### config.mk
export PLATFORM = sky130hd
export DESIGN_NAME = ahb_apb_bridge
export DESIGN_NICKNAME = d
export VERILOG_FILES = /design/src/rtl/ahb_apb_bridge.sv
export SDC_FILE = /design/constraint.sdc
export NUM_CORES = 1
export LEC_CHECK = 0
export CAP_MARGIN = 40
export CORE_ASPECT_RATIO = 0.7
export CORE_MARGIN = 3
export CORE_UTILIZATION = 30
export CTS_CLUSTER_DIAMETER = 100
export DETAILED_ROUTE_END_ITERATION = 8
export HOLD_SLACK_MARGIN = 0.06
export PLACE_DENSITY = 0.76
export SKIP_LAST_GASP = 1
export SLEW_MARGIN = 20
export SYNTH_ARGS = -nofsm -noshare
export SYNTH_HDL_FRONTEND = slang
export SYNTH_SLANG_ARGS = --single-unit
### constraint.sdc
create_clock -name HCLK -period 5.4 [get_ports HCLK]
set_clock_uncertainty 0.2 [all_clocks]
set_input_delay 1.08 -clock HCLK [delete_from_list [all_inputs] [get_ports HCLK]]
set_output_delay 1.08 -clock HCLK [all_outputs]
set_load 0.05 [all_outputs]
### src/rtl/ahb_apb_bridge.sv
// ---------------------------------------------------------------------------
// ahb_apb_bridge
//
// AHB-Lite slave to APB master bridge for three APB slaves, each decoded over
// a 64 KB window at HADDR[31:16] == SLV_BASE + n (n = 0..2). Every accepted
// AHB transfer becomes one APB SETUP+ACCESS transfer, and the AHB master is
// stalled with HREADY_OUT until that transfer completes. Unmapped addresses
// get a two-cycle ERROR response and generate no APB traffic.
//
// Build option:
//   AHB_APB_RDATA_DELAY_EN - reads spend one extra cycle (RWAIT) after ACCESS
//                            and HRDATA is captured at the end of RWAIT. This
//                            suits slaves that register PRDATA on the ACCESS
//                            edge. Writes are unaffected.
//
// Ports:
//   HCLK, PRESETn         clock (rising edge), async active-low reset
//   HADDR, HWDATA         AHB address / write data (data phase)
//   HTRANS, HWRITE        AHB transfer type / direction
//   HSIZE, HBURST         unused: all accesses are 32-bit single beats
//   HREADY_IN             AHB bus ready
//   HRDATA                registered read data
//   HREADY_OUT, HRESP     bridge ready / response (00 OKAY, 01 ERROR)
//   PADDR, PWDATA,
//   PSEL, PENABLE, PWRITE APB master outputs (PSEL one-hot)
//   PRDATA                muxed APB read data
//
// States:
//   state  | meaning
//   IDLE   | ready; waits for an accepted transfer
//   LATCH  | data phase; HWDATA captured into PWDATA for writes
//   SETUP  | APB setup: PSEL asserted, PENABLE low
//   ACCESS | APB access: PSEL and PENABLE asserted
//   RWAIT  | (option only) read data settling cycle, HRDATA captured at end
//   ERR1   | first ERROR cycle, HREADY_OUT low
//   ERR2   | second ERROR cycle, HREADY_OUT high
// ---------------------------------------------------------------------------
module ahb_apb_bridge #(
  parameter logic [15:0] SLV_BASE = 16'h8000
) (
  input  logic        HCLK,
  input  logic        PRESETn,
  input  logic [31:0] HADDR,
  input  logic [31:0] HWDATA,
  input  logic [1:0]  HTRANS,
  input  logic        HWRITE,
  input  logic [2:0]  HSIZE,
  input  logic [2:0]  HBURST,
  input  logic        HREADY_IN,
  output logic [31:0] HRDATA,
  output logic        HREADY_OUT,
  output logic [1:0]  HRESP,
  output logic [31:0] PADDR,
  output logic [31:0] PWDATA,
  output logic [2:0]  PSEL,
  output logic        PENABLE,
  output logic        PWRITE,
  input  logic [31:0] PRDATA
);

  typedef enum logic [2:0] {
    ST_IDLE   = 3'd0,
    ST_LATCH  = 3'd1,
    ST_SETUP  = 3'd2,
    ST_ACCESS = 3'd3,
    ST_ERR1   = 3'd4,
    ST_ERR2   = 3'd5
`ifdef AHB_APB_RDATA_DELAY_EN
    , ST_RWAIT = 3'd6
`endif
  } state_t;

  state_t      state_q, state_d;
  logic [2:0]  sel_q, sel_d;
  logic [31:0] paddr_q, paddr_d;
  logic        pwrite_q, pwrite_d;
  logic [31:0] pwdata_q, pwdata_d;
  logic [31:0] hrdata_q, hrdata_d;

  logic        hready_out;
  logic [1:0]  hresp;
  logic [2:0]  psel;
  logic        penable;

  logic [2:0]  dec_sel;
  logic        accept;
  logic        rdata_capture;

  // Size, burst type and the SEQ/NONSEQ distinction carry no meaning here.
  logic unused_ok;
  assign unused_ok = ^{HSIZE, HBURST, HTRANS[0]};

  always_comb begin
    dec_sel    = 3'b000;
    dec_sel[0] = (HADDR[31:16] == SLV_BASE);
    dec_sel[1] = (HADDR[31:16] == SLV_BASE + 16'd1);
    dec_sel[2] = (HADDR[31:16] == SLV_BASE + 16'd2);
  end

  // Transfers are only taken in IDLE; anything presented while the bridge is
  // busy (including during ERR2, where HREADY_OUT is already high) is ignored.
  assign accept = (state_q == ST_IDLE) && HTRANS[1] && HREADY_IN && hready_out;

`ifdef AHB_APB_RDATA_DELAY_EN
  assign rdata_capture = (state_q == ST_RWAIT);
`else
  assign rdata_capture = (state_q == ST_ACCESS) && !pwrite_q;
`endif

  // State register
  always_ff @(posedge HCLK or negedge PRESETn) begin
    if (!PRESETn) begin
      state_q <= ST_IDLE;
    end else begin
      state_q <= state_d;
    end
  end

  // Next-state logic
  always_comb begin
    state_d = state_q;
    case (state_q)
      ST_IDLE: begin
        if (accept) begin
          state_d = (dec_sel != 3'b000) ? ST_LATCH : ST_ERR1;
        end
      end
      ST_LATCH:  state_d = ST_SETUP;
      ST_SETUP:  state_d = ST_ACCESS;
`ifdef AHB_APB_RDATA_DELAY_EN
      ST_ACCESS: state_d = pwrite_q ? ST_IDLE : ST_RWAIT;
      ST_RWAIT:  state_d = ST_IDLE;
`else
      ST_ACCESS: state_d = ST_IDLE;
`endif
      ST_ERR1:   state_d = ST_ERR2;
      ST_ERR2:   state_d = ST_IDLE;
      default:   state_d = ST_IDLE;
    endcase
  end

  // Output decode of the registered state
  always_comb begin
    hready_out = 1'b0;
    hresp      = 2'b00;
    psel       = 3'b000;
    penable    = 1'b0;
    case (state_q)
      ST_IDLE: begin
        hready_out = 1'b1;
      end
      ST_SETUP: begin
        psel = sel_q;
      end
      ST_ACCESS: begin
        psel    = sel_q;
        penable = 1'b1;
      end
      ST_ERR1: begin
        hresp = 2'b01;
      end
      ST_ERR2: begin
        hready_out = 1'b1;
        hresp      = 2'b01;
      end
      default: begin
        hready_out = 1'b0;
      end
    endcase
  end

  // Datapath: address/direction latched on accept, write data in the data
  // phase, read data at the capture point. All hold otherwise.
  always_comb begin
    sel_d    = sel_q;
    paddr_d  = paddr_q;
    pwrite_d = pwrite_q;
    pwdata_d = pwdata_q;
    hrdata_d = hrdata_q;
    if (accept) begin
      sel_d    = dec_sel;
      paddr_d  = HADDR;
      pwrite_d = HWRITE;
    end
    if ((state_q == ST_LATCH) && pwrite_q) begin
      pwdata_d = HWDATA;
    end
    if (rdata_capture) begin
      hrdata_d = PRDATA;
    end
  end

  always_ff @(posedge HCLK or negedge PRESETn) begin
    if (!PRESETn) begin
      sel_q    <= 3'b000;
      paddr_q  <= 32'h0;
      pwrite_q <= 1'b0;
      pwdata_q <= 32'h0;
      hrdata_q <= 32'h0;
    end else begin
      sel_q    <= sel_d;
      paddr_q  <= paddr_d;
      pwrite_q <= pwrite_d;
      pwdata_q <= pwdata_d;
      hrdata_q <= hrdata_d;
    end
  end

  assign HRDATA     = hrdata_q;
  assign HREADY_OUT = hready_out;
  assign HRESP      = hresp;
  assign PADDR      = paddr_q;
  assign PWDATA     = pwdata_q;
  assign PSEL       = psel;
  assign PENABLE    = penable;
  assign PWRITE     = pwrite_q;

endmodule

==> results.sh, run 1 <==
export IMPL_crit_type="reg -> out"
export IMPL_relSlewSlack_pct=53.1
export IMPL_cts_tree="done"
export IMPL_status="finished, final reports clean"
export IMPL_slew_violations=0
export IMPL_area_growth_pct=62.4
export IMPL_crit_path_end_kind="output port"
export IMPL_most_common_layout_cells="202 x clkdlybuf4s50_1, 103 x dfrtp_1, 95 x mux2_2"
export IMPL_min_period_over_period_pct=63.9
export IMPL_core_sq_um=12700
export IMPL_pre_cts_ws_ps=1950
export IMPL_reg2reg_setup_slack_ps=2980
export IMPL_post_route_util_pct=51.0
export IMPL_wirelength_um=9900
export IMPL_synth_net_count=359
export IMPL_synth_seq_cells=103
export IMPL_setup_violations_final=0
export IMPL_fmax_ghz=0.290
export IMPL_clk_path_buf_depth=2
export IMPL_dr_pass1_iters=4
export IMPL_cp_max_fo=6
export IMPL_irDropWorstVdd_mv=0.374
export IMPL_post_cts_buffers=0
export IMPL_yosysSeqAreaShare_pct=64.7
export IMPL_top_layer="met4"
export IMPL_powerDensity_nw_per_um2=739
export IMPL_crit_arrival_ps=2170
export IMPL_total_power_mw=4.78
export IMPL_synthAdderAreaFrac_pct=0
export IMPL_met1_length_um=4400
export IMPL_cts_buffers=9
export IMPL_n_antenna_cell=0
export IMPL_overflow=0
export IMPL_avgRoutedWirePerCell_um=15.9
export IMPL_wl_met2_um=4380
export IMPL_met3WireLength_um=1020
export IMPL_min_period_ps=3450
export IMPL_grt_max_degree=54
export IMPL_drt_iter0_drc=58
export IMPL_dieArea_sq_um=14700
export IMPL_dp_hpwl_um=7510
export IMPL_final_nets=565
export IMPL_port_buffers=203
export IMPL_grt_use_total_pct=13.4
export IMPL_synth_xor_area_share_pct=0.440
export IMPL_crit_required_ps=4120
export IMPL_syn_area_sq_um=3980
export IMPL_drv_cap=0
export IMPL_grt_pass1_vias=2960
export IMPL_cts_clk_slew_worst_paths_ps=70
export IMPL_ioPinCount=212
export IMPL_worst_slack_ps=1950
export IMPL_die_w_um=144
export IMPL_ys_warnings_count=0
export IMPL_synth_cells=251
export IMPL_synth_compound_area_share_pct=2.11
export IMPL_ant_nets=0
export IMPL_htreeDepth=3
export IMPL_vias=2823
export IMPL_gp_congestion=0.736
export IMPL_tns_ps=0
export IMPL_drive_gt1_share_pct=26.0
export IMPL_grt_pass1_wl_um=15300
export IMPL_clock_latency_ps=330
export IMPL_start_util_pct=31.4
export IMPL_rows=34
export IMPL_cts_resized=0
export IMPL_hold_viol=0
export IMPL_synth_area_per_cell_sq_um=15.9
export IMPL_vias_per_cell=4.52
export IMPL_cts_sinks=103
export IMPL_cp_start_kind="register"
export IMPL_layout_commonest_cell="clkdlybuf4s50_1"
export IMPL_ctsHoldBuffers=0
export IMPL_antenna_found_initial=0
export IMPL_place_area_sq_um=6180
export IMPL_synthMuxAreaShare_pct=26.9
export IMPL_synthSimpleGateAreaFrac_pct=3.33
export IMPL_rsz0062_at_grt="no"
export IMPL_p_leak_nw=2.65
export IMPL_root_buffer="clkbuf_16"
export IMPL_ys_types=28
export IMPL_drcViolationCount=0
export IMPL_hp_class="reg -> reg"
export IMPL_finalInstanceArea_sq_um=6460
export IMPL_fillers=1058
export IMPL_tightest_slew_ps=703
export IMPL_die_h_um=102
export IMPL_synth_top_family_by_area="multiplexers"
-- worst paths after layout --
check | from | endpoint | cells past startpoint
worst max-delay path | state_q[1] | PSEL[2] | 3
worst min-delay path | sel_q[0] | sel_q[0] | 2
worst max register to register | state_q[1] | PADDR[4] | 4
worst min register to register | sel_q[0] | sel_q[0] | 2
max in group asynchronous | PRESETn | HRDATA[15] | 2
min in group asynchronous | PRESETn | HRDATA[4] | 1
-- metrics by stage --
stage          hold WS (ps)  instances
3_3_place_gp            287        607
2_1_floorplan           258        251
4_1_cts                 304        624
3_5_place_dp            289        608
5_1_grt                 314        624
6_report                302        624
-- power by group --
group | switching [mW] | internal, mW
Combinational | 1.75 | 1.05
Sequential | 0.207 | 1.15
Clock | 0.287 | 0.330
-- Yosys cell counts --
cell,number,area (sq um)
a211oi_1,1,7.51
a22o_1,1,8.76
and2_1,3,18.8
and2_2,1,7.51
buf_2,5,25.0
buf_4,1,7.51
buf_6,2,22.5
buf_8,1,15.0
clkbuf_1,3,11.3
conb_1,1,3.75
dfrtp_1,103,2580
inv_1,4,15.0
mux2_2,95,1070
nand2_1,1,3.75
nand4_1,2,12.5
nor2_1,5,18.8
nor2b_1,2,12.5
nor3_1,1,5.00
nor3b_2,1,12.5
nor4_1,2,12.5
nor4b_1,1,8.76
o21ai_0,7,35.0
o22ai_1,1,6.26
o41ai_1,3,26.3
or2_1,1,6.26
or4b_4,1,13.8
xnor2_1,1,8.76
xor2_1,1,8.76
-- area by class of cell --
type	count	area, sq um	share of cell area (%)
Clock inverter	5	42.5	0.658
Sequential cell	103	2580	39.9
Timing Repair Buffer	207	2060	31.9
Inverter	4	15.0	0.232
Tap cell	162	203	3.14
Multi-Input combinational cell	132	1320	20.4
Clock buffer	11	243	3.75
-- logic make-up (layout without fill, tap and decap cells) --
logic type	count (synthesis)	count (layout)
XOR/XNOR	2	2
flip-flops	103	103
multiplexers	95	95
buffers and inverters	16	227
other	1	1
AND/OR/NAND/NOR	21	21
AO/OA/AOI/OAI	13	13
-- worst max-delay path, cell delays in order (launching register included) --
cell and delay [ps]:
dfrtp_1 450, nor2b_1 360, and2_1 190, clkdlybuf4s50_1 830
-- sequential cells by signal (all words and copies together) (netlist names) --
register and cells:
PADDR 32, PWDATA 32, PWRITE 1, state_q 3, HRDATA 32, sel_q 3
-- routing by layer --
layer  global-route usage [%]  vias to the layer above
met5                        0                        -
met2                     20.8                      133
met4                     3.26                        0
met3                     6.08                       10
met1                     17.3                     1380
li1                         -                     1300
Note: power is estimated with default switching activity, not from simulation.
==> run 2: changes to the inputs <==
==> constraint.sdc (replaced) <==
create_clock -name HCLK -period 3.3 [get_ports HCLK]
set_clock_uncertainty 0.2 [all_clocks]
set_input_delay 0.66 -clock HCLK [delete_from_list [all_inputs] [get_ports HCLK]]
set_output_delay 0.66 -clock HCLK [all_outputs]
set_load 0.05 [all_outputs]
==> results.sh, run 2 (synthesis gave the netlist of run 1 again) <==
export IMPL_status="finished, final reports clean"
export IMPL_cts_resized=0
export IMPL_finalInstanceArea_sq_um=6490
export IMPL_dieArea_sq_um=14700
export IMPL_tightest_slew_ps=712
export IMPL_grt_pass1_vias=2996
export IMPL_area_growth_pct=62.9
export IMPL_drive_gt1_share_pct=26.3
export IMPL_min_period_ps=3070
export IMPL_grt_pass1_wl_um=15700
export IMPL_cp_start_kind="register"
export IMPL_pre_cts_ws_ps=374
export IMPL_irDropWorstVdd_mv=0.548
export IMPL_rsz0062_at_grt="no"
export IMPL_top_usage_layer="met2"
export IMPL_die_w_um=144
export IMPL_cp_max_fo=6
export IMPL_start_util_pct=31.4
export IMPL_port_buffers=203
export IMPL_gr_usage_met3_pct=6.55
export IMPL_grt_max_degree=54
export IMPL_crit_required_ps=2440
export IMPL_crit_arrival_ps=2210
export IMPL_powerDensity_nw_per_um2=1210
export IMPL_avgRoutedWirePerCell_um=16.3
export IMPL_vias_per_cell=4.50
export IMPL_fmax_ghz=0.325
export IMPL_drcViolationCount=0
export IMPL_final_nets=566
export IMPL_placed_cells=609
export IMPL_drv_cap=0
export IMPL_tns_ps=0
export IMPL_wirelength_um=10200
export IMPL_root_buffer="clkbuf_16"
export IMPL_cts_clk_slew_worst_paths_ps=70
export IMPL_final_cells=625
export IMPL_ctsHoldBuffers=0
export IMPL_vias=2814
export IMPL_overflow=0
export IMPL_worst_slack_ps=226
export IMPL_cts_buffers=9
export IMPL_crit_type="reg -> out"
export IMPL_hp_class="in -> async"
export IMPL_clk_path_buf_depth=2
export IMPL_n_antenna_cell=0
export IMPL_min_period_over_period_pct=93.1
export IMPL_gr_usage_met2_pct=21.8
export IMPL_relSlewSlack_pct=52.5
export IMPL_drt_iter0_drc=81
export IMPL_antenna_found_initial=0
export IMPL_grt_use_total_pct=13.6
export IMPL_hold_viol=0
export IMPL_dr_pass1_iters=4
export IMPL_setup_violations_final=0
export IMPL_ant_nets=0
export IMPL_cts_sinks=103
export IMPL_clock_latency_ps=330
export IMPL_place_area_sq_um=6200
export IMPL_gp_congestion=0.737
export IMPL_ioPinCount=212
export IMPL_dp_hpwl_um=7780
export IMPL_rows=34
export IMPL_core_sq_um=12700
export IMPL_htreeDepth=3
export IMPL_die_h_um=102
export IMPL_slew_violations=0
export IMPL_total_power_mw=7.85
export IMPL_use_met1_pct=16.9
export IMPL_crit_path_end_kind="output port"
export IMPL_whs_ps=148
export IMPL_layout_commonest_cell="clkdlybuf4s50_1"
export IMPL_p_leak_nw=2.67
export IMPL_post_route_util_pct=51.2
export IMPL_post_cts_buffers=0
export IMPL_cts_tree="done"
export IMPL_most_common_layout_cells="202 x clkdlybuf4s50_1, 103 x dfrtp_1, 95 x mux2_2"
-- run 2: changes by cell type in the layout (fill, tap and decap cells not counted), sizes merged --
cell | previous run | this run
inv | 5 | 7
buf | 5 | 6
clkbuf | 11 | 10
clkinv | 3 | 2
-- run 2: cell type report --
class / count / area (sq um)
Clock inverter: 6 / 51.3
Inverter: 4 / 15.0
Tap cell: 162 / 203
Clock buffer: 10 / 239
Timing Repair Buffer: 208 / 2080
Multi-Input combinational cell: 132 / 1320
Fill cell: 1056 / 6190
Sequential cell: 103 / 2580
-- run 2: path summary, 6_finish.rpt --
path / slack [ps] / depth (start not counted) / to / start
worst max-delay path: 230 / 3 / PSEL[2] / state_q[1]
worst min-delay path: 150 / 1 / HRDATA[1] / PRESETn
worst max register to register: 960 / 3 / sel_q[0] / state_q[1]
worst min register to register: 310 / 1 / PWDATA[31] / PWDATA[31]
max in group asynchronous: 2000 / 2 / HRDATA[15] / PRESETn
min in group HCLK: 310 / 1 / PWDATA[31] / PWDATA[31]
-- run 2: routing by layer --
metal | share of wire, % | wire length, um
met4 | 0.70 | 71
met2 | 46 | 4690
met1 | 42 | 4310
met3 | 11 | 1140
met5 | 0 | 0
-- run 2: report_power, final --
part / leakage (nW) / total [mW] / internal (mW) / switching, mW
sequential: 1.24 / 2.23 / 1.88 / 0.342
combinational: 1.28 / 4.60 / 1.72 / 2.88
clock: 0.140 / 1.02 / 0.543 / 0.473
total: 2.67 / 7.85 / 4.15 / 3.69
-- run 2: worst max-delay path, cell delays in order (launching register included) --
cell,delay (ps)
dfrtp_1,460
nor2b_1,380
and2_1,200
clkdlybuf4s50_1,840
